===== config.mk =====
export PLATFORM = sky130hd
export DESIGN_NAME = blink_game_ctrl
export DESIGN_NICKNAME = d
export VERILOG_FILES = /design/src/rtl/blink_game_ctrl.sv
export SDC_FILE = /design/constraint.sdc
export NUM_CORES = 1
export LEC_CHECK = 0
export ABC_AREA = 1
export BUFFER_PORTS_ARGS = -buffer_cell sky130_fd_sc_hd__buf_2
export CAP_MARGIN = 40
export CORE_ASPECT_RATIO = 0.75
export CORE_MARGIN = 8
export CORE_UTILIZATION = 35
export DETAILED_ROUTE_END_ITERATION = 12
export GPL_TIMING_DRIVEN = 0
export PLACE_DENSITY_LB_ADDON = 0.12
export SLEW_MARGIN = 40
export SYNTH_ARGS = -nofsm -noshare
export SYNTH_HDL_FRONTEND = slang
export SYNTH_SLANG_ARGS = --single-unit

===== constraint.sdc =====
create_clock -name clk -period 2.8 [get_ports clk]
set_input_delay 0.14 -clock clk [delete_from_list [all_inputs] [get_ports clk]]
set_output_delay 0.14 -clock clk [all_outputs]
set_load 0.005 [all_outputs]

===== src/rtl/blink_game_ctrl.sv =====
// blink_game_ctrl: sequencer for the LED-blink reaction game. Walks a one-hot LED
// on each sclk rising edge, judges debounced presses against TARGET, keeps score.
// Ports: clk, rst_n (async low), btn (async level), sclk (blink clock),
//        score[3:0], led[N_LEDS-1:0], state[2:0], win, game_over, lives[1:0].
// Optional: define BLINK_LIVES_EN for the lives / game-over mode.
module blink_game_ctrl #(
    parameter int N_LEDS       = 8,
    parameter int TARGET       = 7,
    parameter int MAX_SCORE    = 10,
    parameter int FLASH_CYCLES = 50000000,
    parameter int LIVES        = 3
) (
    input  logic              clk,
    input  logic              rst_n,
    input  logic              btn,
    input  logic              sclk,
    output logic [3:0]        score,
    output logic [N_LEDS-1:0] led,
    output logic [2:0]        state,
    output logic              win,
    output logic              game_over,
    output logic [1:0]        lives
);

    localparam int PW = $clog2(N_LEDS);
    localparam int CW = $clog2(FLASH_CYCLES + 1);

    localparam logic [PW-1:0] POS_LAST  = PW'(N_LEDS - 1);
    localparam logic [PW-1:0] POS_TGT   = PW'(TARGET);
    localparam logic [CW-1:0] CNT_LAST  = CW'(FLASH_CYCLES - 1);
    localparam logic [3:0]    SCORE_MAX = 4'(MAX_SCORE);
    localparam logic [1:0]    LIVES_RLD = 2'(LIVES);

    localparam logic [2:0] S_IDLE  = 3'd0;
    localparam logic [2:0] S_RUN   = 3'd1;
    localparam logic [2:0] S_HIT   = 3'd2;
    localparam logic [2:0] S_MISS  = 3'd3;
    localparam logic [2:0] S_WIN   = 3'd4;
    localparam logic [2:0] S_OVER  = 3'd5;

    logic btn_s1_q, btn_s2_q, btn_prev_q, sclk_q;
    logic press, step;

    logic [2:0]        state_q, state_d;
    logic [3:0]        score_q, score_d, score_inc;
    logic [PW-1:0]     pos_q, pos_d;
    logic [CW-1:0]     cnt_q, cnt_d;
    logic [N_LEDS-1:0] led_q, led_d;
    logic              win_q, win_d;
    logic              over_q, over_d;
    logic [1:0]        lives_q, lives_d;

    assign press = btn_s2_q & ~btn_prev_q;
    assign step  = sclk & ~sclk_q;

    // Saturating increment: score never passes MAX_SCORE.
    assign score_inc = (score_q >= SCORE_MAX) ? SCORE_MAX : score_q + 4'd1;

    always_comb begin
        state_d = state_q;
        score_d = score_q;
        pos_d   = pos_q;
        cnt_d   = cnt_q;
        lives_d = lives_q;
        unique case (state_q)
            S_IDLE: begin
                if (press) begin
                    state_d = S_RUN;
                    score_d = 4'd0;
                    pos_d   = '0;
                    lives_d = LIVES_RLD;
                end
            end
            S_RUN: begin
                // A press wins over a coincident step: judged on the old pos.
                if (press) begin
                    cnt_d = '0;
                    if (pos_q == POS_TGT) begin
                        score_d = score_inc;
                        state_d = (score_inc == SCORE_MAX) ? S_WIN : S_HIT;
                    end else begin
                        state_d = S_MISS;
`ifdef BLINK_LIVES_EN
                        lives_d = (lives_q == 2'd0) ? 2'd0 : lives_q - 2'd1;
`else
                        score_d = 4'd0;
`endif
                    end
                end else if (step) begin
                    pos_d = (pos_q == POS_LAST) ? '0 : pos_q + PW'(1);
                end
            end
            S_HIT, S_MISS: begin
                if (cnt_q == CNT_LAST) begin
                    pos_d   = '0;
                    state_d = S_RUN;
`ifdef BLINK_LIVES_EN
                    if (state_q == S_MISS && lives_q == 2'd0) begin
                        state_d = S_OVER;
                    end
`endif
                end else begin
                    cnt_d = cnt_q + CW'(1);
                end
            end
            S_WIN, S_OVER: begin
                if (press) begin
                    state_d = S_IDLE;
                end
            end
            default: state_d = S_IDLE;
        endcase
    end

    // Outputs are decoded from next state so they move on the transition edge.
    always_comb begin
        led_d = '0;
        unique case (state_d)
            S_RUN:        led_d[pos_d] = 1'b1;
            S_HIT, S_WIN: led_d = '1;
            default:      led_d = '0;
        endcase
        win_d  = (state_d == S_WIN);
        over_d = (state_d == S_OVER);
    end

    always_ff @(posedge clk or negedge rst_n) begin
        if (!rst_n) begin
            btn_s1_q   <= 1'b0;
            btn_s2_q   <= 1'b0;
            btn_prev_q <= 1'b0;
            sclk_q     <= 1'b0;
            state_q    <= S_IDLE;
            score_q    <= 4'd0;
            pos_q      <= '0;
            cnt_q      <= '0;
            led_q      <= '0;
            win_q      <= 1'b0;
            over_q     <= 1'b0;
`ifdef BLINK_LIVES_EN
            lives_q    <= LIVES_RLD;
`else
            lives_q    <= 2'd0;
`endif
        end else begin
            btn_s1_q   <= btn;
            btn_s2_q   <= btn_s1_q;
            btn_prev_q <= btn_s2_q;
            sclk_q     <= sclk;
            state_q    <= state_d;
            score_q    <= score_d;
            pos_q      <= pos_d;
            cnt_q      <= cnt_d;
            led_q      <= led_d;
            win_q      <= win_d;
            over_q     <= over_d;
`ifdef BLINK_LIVES_EN
            lives_q    <= lives_d;
`else
            lives_q    <= 2'd0;
`endif
        end
    end

    assign score     = score_q;
    assign led       = led_q;
    assign state     = state_q;
    assign win       = win_q;
    assign game_over = over_q;
    assign lives     = lives_q;

endmodule


==> qor.txt, run 1 <==
Outcome = complete, no violations
Clk network pwr share = 0.245
First-pass GRT wire length = 12500 microns
Period utilization = 0.712
Initial drt markers = 237
Routability congestion estimate = 0.894
Post-cts sizing count = 0
Worst-case clock buffer depth = 2
Hold-fix buffers, CTS = 3
Initial core utilization = 0.356
Clk_skew = 0.00371 ns
Commonest non-fill, non-tap cells in the layout = nand2_1, dfrtp_1, inv_1, nor2_1, nand3_1
Reg power frac = 0.376
Worst-Skew Late Latency = 0.30 ns
Clock sink total = 50
Diodes inserted = 0
Cell taking the most area after synthesis = dfrtp_1
Die Wd = 123 microns
Switch share = 0.400
CP max FO = 6
Worst-Margin Slew = 0.650 ns
Endpoints failing setup = 0
Highest clock rate = 502 MHz
Max Slew Vio Count = 0
Cells after synthesis = 379
DP Wirelength = 5610 microns
Commonest non-fill, non-tap cell in the layout = nand2_1
Synth cell types = 36
Critical path arrival = 2.16 ns
Seq cells post-synth = 50
WL final = 7340 microns
Via Count = 2530
Non-filler cells, final = 519
Area fraction of the dominant cell type after synthesis = 0.419
Routed Antenna Nets = 0
Post-CTS setup buffers = 0
Seq/Total Area, Yosys = 0.419
Sw Pwr = 0.00104 W
Hold Vio Cnt, Final = 0
GR Overflow Total = 0
Int Pwr = 0.00155 W
CP Launch Type = flip-flop
Top-level I/O count = 23
Combinational share of power = 0.379
Clock slew at reported path FFs = 0.07 ns
Clock Root Buffer = clkbuf_16
Total GRT Usage = 0.138
Core Region = 8380 sq um
Initial DRT Pass Iterations = 4
Num CTS Buffers = 5
Worst vdd ir = 0.348 mV
CTS tree = yes
Final net count = 419
Placed cell count = 508
Post-route DRC = 0
Largest net degree at the start of global routing = 51
Slew HR = 0.566
Routed length per placed instance = 14.1 microns
Die height = 96.0 microns
Layout cell share with drive strength beyond 1 = 0.146
RSZ-0062 raised after global routing = no
Synth top area cells = dfrtp_1, nand2_1, inv_1
Fillers = 853
Minimum clock period = 1.99 ns
PD cells = 759 nW/um^2
Max-cap viol count = 0
Path type of the worst setup path = reg -> reg
FP Rows = 29
Min-delay worst type = reg -> reg
Vias in the first global route = 2375
Leak = 1.53 nW
P&R area growth vs syn = 14.3%
Avg Inst Size Synth = 7.88 sq um
Htree depth = 2
Synth Cell Area = 2990 sq um
Warnings from Yosys = 0
Die area = 11800 sq um
Routed vias/inst = 4.87
Req. time, crit path = 2.97 ns
PortBufs = 20
Element type at the critical path end = flip-flop
Initial antenna violation count = 0
Setup Total Neg Slack = 0 ns
-- cells in the mapped netlist (all sizes together) --
cell,number
nor3,17
o22ai,9
nand3,37
xor2,13
conb,1
xnor2,1
nand4,13
nor4,1
nand2,84
or2,2
nor2,46
clkbuf,1
o211ai,3
and2,1
o21ai,27
o32ai,1
inv,51
ha,5
buf,8
dfrtp,50
a21oi,8
-- cells by family after synthesis --
kind of cell / count (synthesis) / share of synthesized area
simple gates: 201 / 0.333
compound gates: 48 / 0.0968
other cells: 1 / 0.00126
xor+xnor: 14 / 0.0411
buf+inv: 60 / 0.0876
flops: 50 / 0.419
fa+ha+maj: 5 / 0.0210
-- power groups by stage --
stage	clock, W	sequential (W)	combinational [W]
2_1_floorplan	0	0.000978	0.000689
3_3_place_gp	0	0.000986	0.000981
3_5_place_dp	0	0.000986	0.000990
4_1_cts	0.000663	0.000972	0.000995
5_1_grt	0.000698	0.000994	0.00112
6_report	0.000636	0.000973	0.000982
-- state kept, by name (all words and copies together), names as in the netlist --
register,flops
btn_prev_q,1
btn_s1_q,1
btn_s2_q,1
cnt_q,26
game_over,1
led,8
pos_q,3
sclk_q,1
score,4
state,3
win,1
-- final cells by class --
class / count / area, sq um / area share
Tap cell: 108 / 135 / 0.0396
Clock inverter: 2 / 16.3 / 0.00477
Multi-Input combinational cell: 270 / 1480 / 0.433
Sequential cell: 50 / 1250 / 0.367
Buffer: 9 / 70.1 / 0.0205
Inverter: 51 / 191 / 0.0561
Clock buffer: 6 / 139 / 0.0407
Timing Repair Buffer: 23 / 133 / 0.0389
-- final timing paths --
kind,to,slack [ns],from,cells after the start
setup / recovery,led[6]$_DFF_PN0_,0.81,cnt_q[0]$_DFFE_PN0P_,11
hold / removal,btn_s2_q$_DFF_PN0_,0.35,btn_s1_q$_DFF_PN0_,0
setup reg to reg,led[6]$_DFF_PN0_,0.81,cnt_q[0]$_DFFE_PN0P_,11
hold reg to reg,btn_s2_q$_DFF_PN0_,0.35,btn_s1_q$_DFF_PN0_,0
max in group asynchronous,score[1]$_DFFE_PN0P_,1.94,rst_n,2
min in group asynchronous,led[2]$_DFF_PN0_,0.41,rst_n,2
-- routing by layer --
layer / routed length (microns) / global-route usage / up-vias
met5: 0 / 0 / -
met4: 93 / 0.0455 / 0
met3: 466 / 0.0322 / 8
met2: 2820 / 0.184 / 59
met1: 3960 / 0.211 / 1160
li1: - / - / 1303
-- critical path, stage by stage (launching register included) --
cell and delay, ns:
dfrtp_1 0.43, ha_1 0.28, nand2_1 0.09, inv_1 0.05
nand2_2 0.13, nor2_4 0.05, nand3_4 0.13, nand2_1 0.09
a21oi_2 0.31, inv_2 0.10, nand2_1 0.11, o21ai_1 0.09
-- per-stage QoR --
step	total power [W]	hold slack, ns	area [sq um]	setup slack [ns]	utilization
5_1_grt	0.00281	0.360	3410	0.657	0.407
6_report	0.00259	0.354	3410	0.808	0.407
3_3_place_gp	0.00197	0.250	3220	0.799	0.385
2_1_floorplan	0.00167	-0.156	2990	1.11	-
3_5_place_dp	0.00198	0.220	3230	0.830	0.385
4_1_cts	0.00263	0.357	3410	0.804	0.407
(Power assumes the default switching activity.)
==> run 2: changes to the inputs <==
==> constraint.sdc (replaced) <==
create_clock -name clk -period 2.1 [get_ports clk]
set_input_delay 0.105 -clock clk [delete_from_list [all_inputs] [get_ports clk]]
set_output_delay 0.105 -clock clk [all_outputs]
set_load 0.005 [all_outputs]
==> qor.txt, run 2 (synthesis results as in run 1) <==
Htree depth = 2 (unchanged)
Die Wd = 123 microns (unchanged)
Minimum clock period = 2.00 ns (+0.00934 ns)
CP max stage delay = 0.42 ns (about the same)
Vias in the first global route = 2375 (unchanged)
CP max stage cell = dfrtp_1
Total GRT Usage = 0.138 (unchanged)
Initial DRT Pass Iterations = 4 (unchanged)
Highest clock rate = 500 MHz (-0.47%)
PD cells = 1020 nW/um^2 (+34%)
Slew HR = 0.566 (about the same)
DP Wirelength = 5610 microns (unchanged)
Most flops, register = cnt_q
FP Rows = 29 (unchanged)
Fillers = 850 (-0.35%)
First-pass GRT wire length = 12500 microns (unchanged)
Clock slew at reported path FFs = 0.07 ns (about the same)
Max Slew Vio Count = 0 (unchanged)
Outcome = complete, no violations
Die height = 96.0 microns (unchanged)
CP Launch Type = flip-flop
Layer with the highest usage = met1
Non-filler cells, final = 519 (unchanged)
Initial drt markers = 224 (-5.5%)
CP max FO = 10 (+4)
Worst-case clock buffer depth = 2 (unchanged)
Largest net degree at the start of global routing = 51 (unchanged)
Met3 GRT Util = 0.0322 (unchanged)
Most frequent cell on the critical path = o21ai_4
Clock Root Buffer = clkbuf_16
Worst-Margin Slew = 0.651 ns (+0.000654 ns)
Layout cell share with drive strength beyond 1 = 0.146 (unchanged)
Routed Antenna Nets = 0 (unchanged)
Post-route DRC = 0 (unchanged)
GR Util met2 = 0.184 (unchanged)
GR Overflow Total = 0 (unchanged)
WL final = 7370 microns (+0.31%)
Leak = 1.53 nW (+0.11%)
Element type at the critical path end = flip-flop
Core Region = 8380 sq um (unchanged)
Clock sink total = 50 (unchanged)
Routed length per placed instance = 14.2 microns (+0.31%)
Placed cell count = 508 (unchanged)
CTS tree = yes
Top-level I/O count = 23 (unchanged)
Routability congestion estimate = 0.894 (unchanged)
RSZ-0062 raised after global routing = no
Post-CTS setup buffers = 0 (unchanged)
PortBufs = 20 (unchanged)
Setup Total Neg Slack = 0 ns (unchanged)
Hold Vio Cnt, Final = 0 (unchanged)
Initial antenna violation count = 0 (unchanged)
Clk_skew = 0.00390 ns (+0.000186 ns)
Via Count = 2513 (-0.67%)
Max-cap viol count = 0 (unchanged)
Critical path arrival = 2.17 ns (about the same)
Routed vias/inst = 4.84 (-0.67%)
Req. time, crit path = 2.27 ns (-0.70 ns)
Worst-Skew Late Latency = 0.30 ns (about the same)
Worst vdd ir = 0.465 mV (+33%)
Min-delay worst type = reg -> reg
Largest register FFs = 26 (unchanged)
Met1 usage = 0.211 (unchanged)
Endpoints failing setup = 0 (unchanged)
Path type of the worst setup path = reg -> reg
Commonest non-fill, non-tap cell in the layout = nand2_1
P&R area growth vs syn = 14.5%
Die area = 11800 sq um (unchanged)
Period utilization = 0.953 (+0.242)
Final net count = 419 (unchanged)
Diodes inserted = 0 (unchanged)
Initial core utilization = 0.356 (unchanged)
Num CTS Buffers = 5 (unchanged)
Commonest non-fill, non-tap cells in the layout = nand2_1, dfrtp_1, inv_1, nor2_1, nand3_1
Critical-path cell list = ha_1, nand2_1, inv_1, nand2_2, nor2_4, nand3_4, nand2_8, o21ai_4, o21ai_4, o21ai_1
run 2: cell counts in the layout (fill, tap and decap cells not counted):
No cell type changed its count.
run 2: layout make-up:
class	instances	area [sq um]	area share
clock inverters	2	16.3	0.00476
clock buffers	6	139	0.0406
well taps	108	135	0.0395
inverters	51	191	0.0560
flip-flops and latches	50	1250	0.366
multi-input cells	270	1480	0.434
repair buffers	23	133	0.0388
plain buffers	9	70.1	0.0205
run 2: worst max-delay path: cells and delay by family, from the launching register on:
kind / cells / cell delay [ns]
buffers and inverters: 1 / 0.08
AND/OR/NAND/NOR: 5 / 0.62
AO/OA/AOI/OAI: 3 / 0.47
adder cells (fa/ha/maj): 1 / 0.27
flip-flops: 1 / 0.42
run 2: path summary, 6_finish.rpt:
path / start / to / slack [ns] / depth (start not counted)
hold reg to reg: btn_s1_q$_DFF_PN0_ / btn_s2_q$_DFF_PN0_ / 0.35 / 0
setup / recovery: cnt_q[0]$_DFFE_PN0P_ / led[6]$_DFF_PN0_ / 0.1 / 10
hold / removal: btn_s1_q$_DFF_PN0_ / btn_s2_q$_DFF_PN0_ / 0.35 / 0
min in group asynchronous: rst_n / led[2]$_DFF_PN0_ / 0.38 / 2
max in group asynchronous: rst_n / cnt_q[8]$_DFFE_PN0P_ / 1.28 / 2
setup reg to reg: cnt_q[0]$_DFFE_PN0P_ / led[6]$_DFF_PN0_ / 0.1 / 10
run 2: through the flow:
step                power [W]  instance area [sq um]  utilization  setup WS (ns)  hold slack, ns
floorplan             0.00222                   2990            -          0.408          -0.191
global placement      0.00262                   3220        0.385         0.0992           0.215
detailed placement    0.00263                   3230        0.385          0.130           0.185
CTS                   0.00351                   3410        0.407          0.104           0.357
global route          0.00377                   3420        0.408       0.000836           0.360
finish                0.00348                   3420        0.408         0.0984           0.354
run 2: metal layers:
metal  wire length (microns)  share of wire  vias up
met5                       0              0        -
li1                        -              -     1300
met2                    2840           0.39       57
met4                      93          0.013        0
met1                    3970           0.54     1148
met3                     456          0.062        8
run 2: where the power goes:
part / switching [W] / internal, W
Clock: 0.000371 / 0.000479
Sequential: 0.000145 / 0.00115
Combinational: 0.000882 / 0.000453
run 2: repair_timing:
item	4_1_cts	5_1_grt
hold buffers	3	0
endpoints found under the setup margin	0	3
endpoints found under the hold margin	52	0
gates resized for setup	0	1
==> run 3: changes to the inputs <==
--- a/config.mk
+++ b/config.mk
@@ -11,9 +11,11 @@
 export CORE_ASPECT_RATIO = 0.75
 export CORE_MARGIN = 8
 export CORE_UTILIZATION = 35
+export CTS_CLUSTER_SIZE = 28
 export DETAILED_ROUTE_END_ITERATION = 12
 export GPL_TIMING_DRIVEN = 0
 export PLACE_DENSITY_LB_ADDON = 0.12
+export SETUP_SLACK_MARGIN = 0.2
 export SLEW_MARGIN = 40
 export SYNTH_ARGS = -nofsm -noshare
 export SYNTH_HDL_FRONTEND = slang
==> qor.txt, run 3 (synthesis results as in run 1) <==
Largest net degree at the start of global routing = 51 (unchanged)
Clock sink total = 50 (unchanged)
Max Slew Vio Count = 0 (unchanged)
Final net count = 428 (+2.1%)
Min Hold Slack = 0.354 ns (-0.0000320 ns)
Die height = 96.0 microns (unchanged)
Htree depth = 2 (unchanged)
Slew HR = 0.564 (-0.00170)
Total power = 0.00364 W (+4.4%)
Design area = 3570 sq um (+4.3%)
First-pass GRT wire length = 12600 microns (+0.33%)
Clk network pwr share = 0.236 (-0.008)
Endpoints failing setup = 0 (unchanged)
CP Launch Type = flip-flop
Commonest non-fill, non-tap cells in the layout = nand2_1, dfrtp_1, inv_1, nor2_1, nand3_1
CP max FO = 10 (unchanged)
Most flops, register = cnt_q
Placed Area = 3230 sq um (unchanged)
Setup Total Neg Slack = 0 ns (unchanged)
Largest register FFs = 26 (unchanged)
Clk_skew = 0.00464 ns (+0.000743 ns)
Initial drt markers = 248 (+11%)
R2R cell count = 7 (-3)
Worst-case clock buffer depth = 2 (unchanged)
Most frequent cell on the critical path = o21ai_4
Commonest non-fill, non-tap cell in the layout = nand2_1
Worst vdd ir = 0.467 mV (+0.63%)
Int Pwr = 0.00217 W (+4.3%)
Worst path bufs/invs = 3 (+2)
FP Rows = 29 (unchanged)
Initial core utilization = 0.356 (unchanged)
Diodes inserted = 0 (unchanged)
Post-route DRC = 0 (unchanged)
Routability congestion estimate = 0.894 (unchanged)
Combinational share of power = 0.406 (+0.023)
Sw Pwr = 0.00146 W (+4.5%)
CTS tree = yes
Worst-Skew Late Latency = 0.30 ns (about the same)
CP max stage delay = 0.39 ns (-0.03 ns)
Vias in the first global route = 2395 (+0.84%)
Die area = 11800 sq um (unchanged)
Max-cap viol count = 0 (unchanged)
Outcome = complete, no violations
Min-delay worst type = reg -> reg
Routed Antenna Nets = 0 (unchanged)
Leak = 1.59 nW (+3.8%)
DP Wirelength = 5610 microns (unchanged)
Layout cell share with drive strength beyond 1 = 0.207 (+0.0612)
Clock slew at reported path FFs = 0.07 ns (about the same)
P&R area growth vs syn = 19.5%
Core Region = 8380 sq um (unchanged)
Via Count = 2571 (+2.3%)
Highest clock rate = 553 MHz (+11%)
Worst-Margin Slew = 0.654 ns (+0.00256 ns)
RSZ-0062 raised after global routing = no
Req. time, crit path = 2.33 ns (+0.06 ns)
Initial antenna violation count = 0 (unchanged)
Worst hold stages = 0 (unchanged)
Critical-path cell list = buf_2, nor4_4, inv_1, buf_6, o21ai_4, o21ai_4, o21ai_1
CP max stage cell = dfrtp_1
Clock Root Buffer = clkbuf_16
Critical path arrival = 2.04 ns (-0.13 ns)
Routed vias/inst = 4.87 (+0.56%)
Die Wd = 123 microns (unchanged)
Total GRT Usage = 0.139 (+0.000251)
Element type at the critical path end = flip-flop
WL final = 7600 microns (+3.2%)
CP delay by family, top = buffers and inverters
Crit. path cell count = 7 (-3)
Worst R2R Setup Slack = 0.29 ns (+0.19 ns)
Num CTS Buffers = 5 (unchanged)
Period utilization = 0.861 (-0.0917)
Routed length per placed instance = 14.4 microns (+1.4%)
GR Overflow Total = 0 (unchanged)
PortBufs = 20 (unchanged)
Reg power frac = 0.358 (-0.015)
Minimum clock period = 1.81 ns (-0.192 ns)
Path type of the worst setup path = reg -> reg
Utilization after layout = 0.426 (+0.0176)
Switch share = 0.402 (about the same)
Hold Vio Cnt, Final = 0 (unchanged)
Top-level I/O count = 23 (unchanged)
PD cells = 1020 nW/um^2 (about the same)
Initial DRT Pass Iterations = 5 (+1)
-- run 3: timing repair --
action / CTS / global route
buffers inserted: 4 / 5
pin swaps: 2 / 6
endpoints found under the setup margin: 20 / 17
gates resized for setup: 2 / 23
hold endpoints to repair: 52 / 0
hold buffers: 3 / 0
-- run 3: final timing paths --
check,end,start
min in group asynchronous,led[2]$_DFF_PN0_,rst_n
min reg2reg,btn_s2_q$_DFF_PN0_,btn_s1_q$_DFF_PN0_
max reg2reg,led[7]$_DFF_PN0_,state[2]$_DFF_PN0_
max in group asynchronous,cnt_q[20]$_DFFE_PN0P_,rst_n
max,led[7]$_DFF_PN0_,state[2]$_DFF_PN0_
min,btn_s2_q$_DFF_PN0_,btn_s1_q$_DFF_PN0_
-- run 3: metal layers --
metal / part of all wire / vias up / GRT usage
met4: 0.012 / 0 / 0.0455
met3: 0.057 / 8 / 0.0322
met1: 0.54 / 1178 / 0.211
li1: - / 1320 / -
met5: 0 / - / 0
met2: 0.39 / 65 / 0.184
-- run 3: power by group through the flow --
stage | Combinational [W] | Clock, W | Sequential, W
6_report | 0.00148 | 0.000857 | 0.00130
2_1_floorplan | 0.000919 | 0 | 0.00130
4_1_cts | 0.00140 | 0.000884 | 0.00129
3_5_place_dp | 0.00132 | 0 | 0.00131
3_3_place_gp | 0.00131 | 0 | 0.00131
5_1_grt | 0.00166 | 0.000931 | 0.00133
-- run 3: layout make-up --
class / instances / area, sq um
clock buffers: 6 / 139
inverters: 51 / 191
fillers: 845 / 4810
well taps: 108 / 135
multi-input cells: 270 / 1550
clock inverters: 2 / 16.3
plain buffers: 9 / 70.1
repair buffers: 32 / 213
flip-flops and latches: 50 / 1250
-- run 3: metrics by stage --
| step | cells | setup WS, ns |
|---|---|---|
| after floorplan | 380 | 0.408 |
| after global placement | 508 | 0.0992 |
| after detailed placement | 508 | 0.130 |
| after CTS | 523 | 0.203 |
| after global routing | 528 | 0.162 |
| final | 528 | 0.291 |
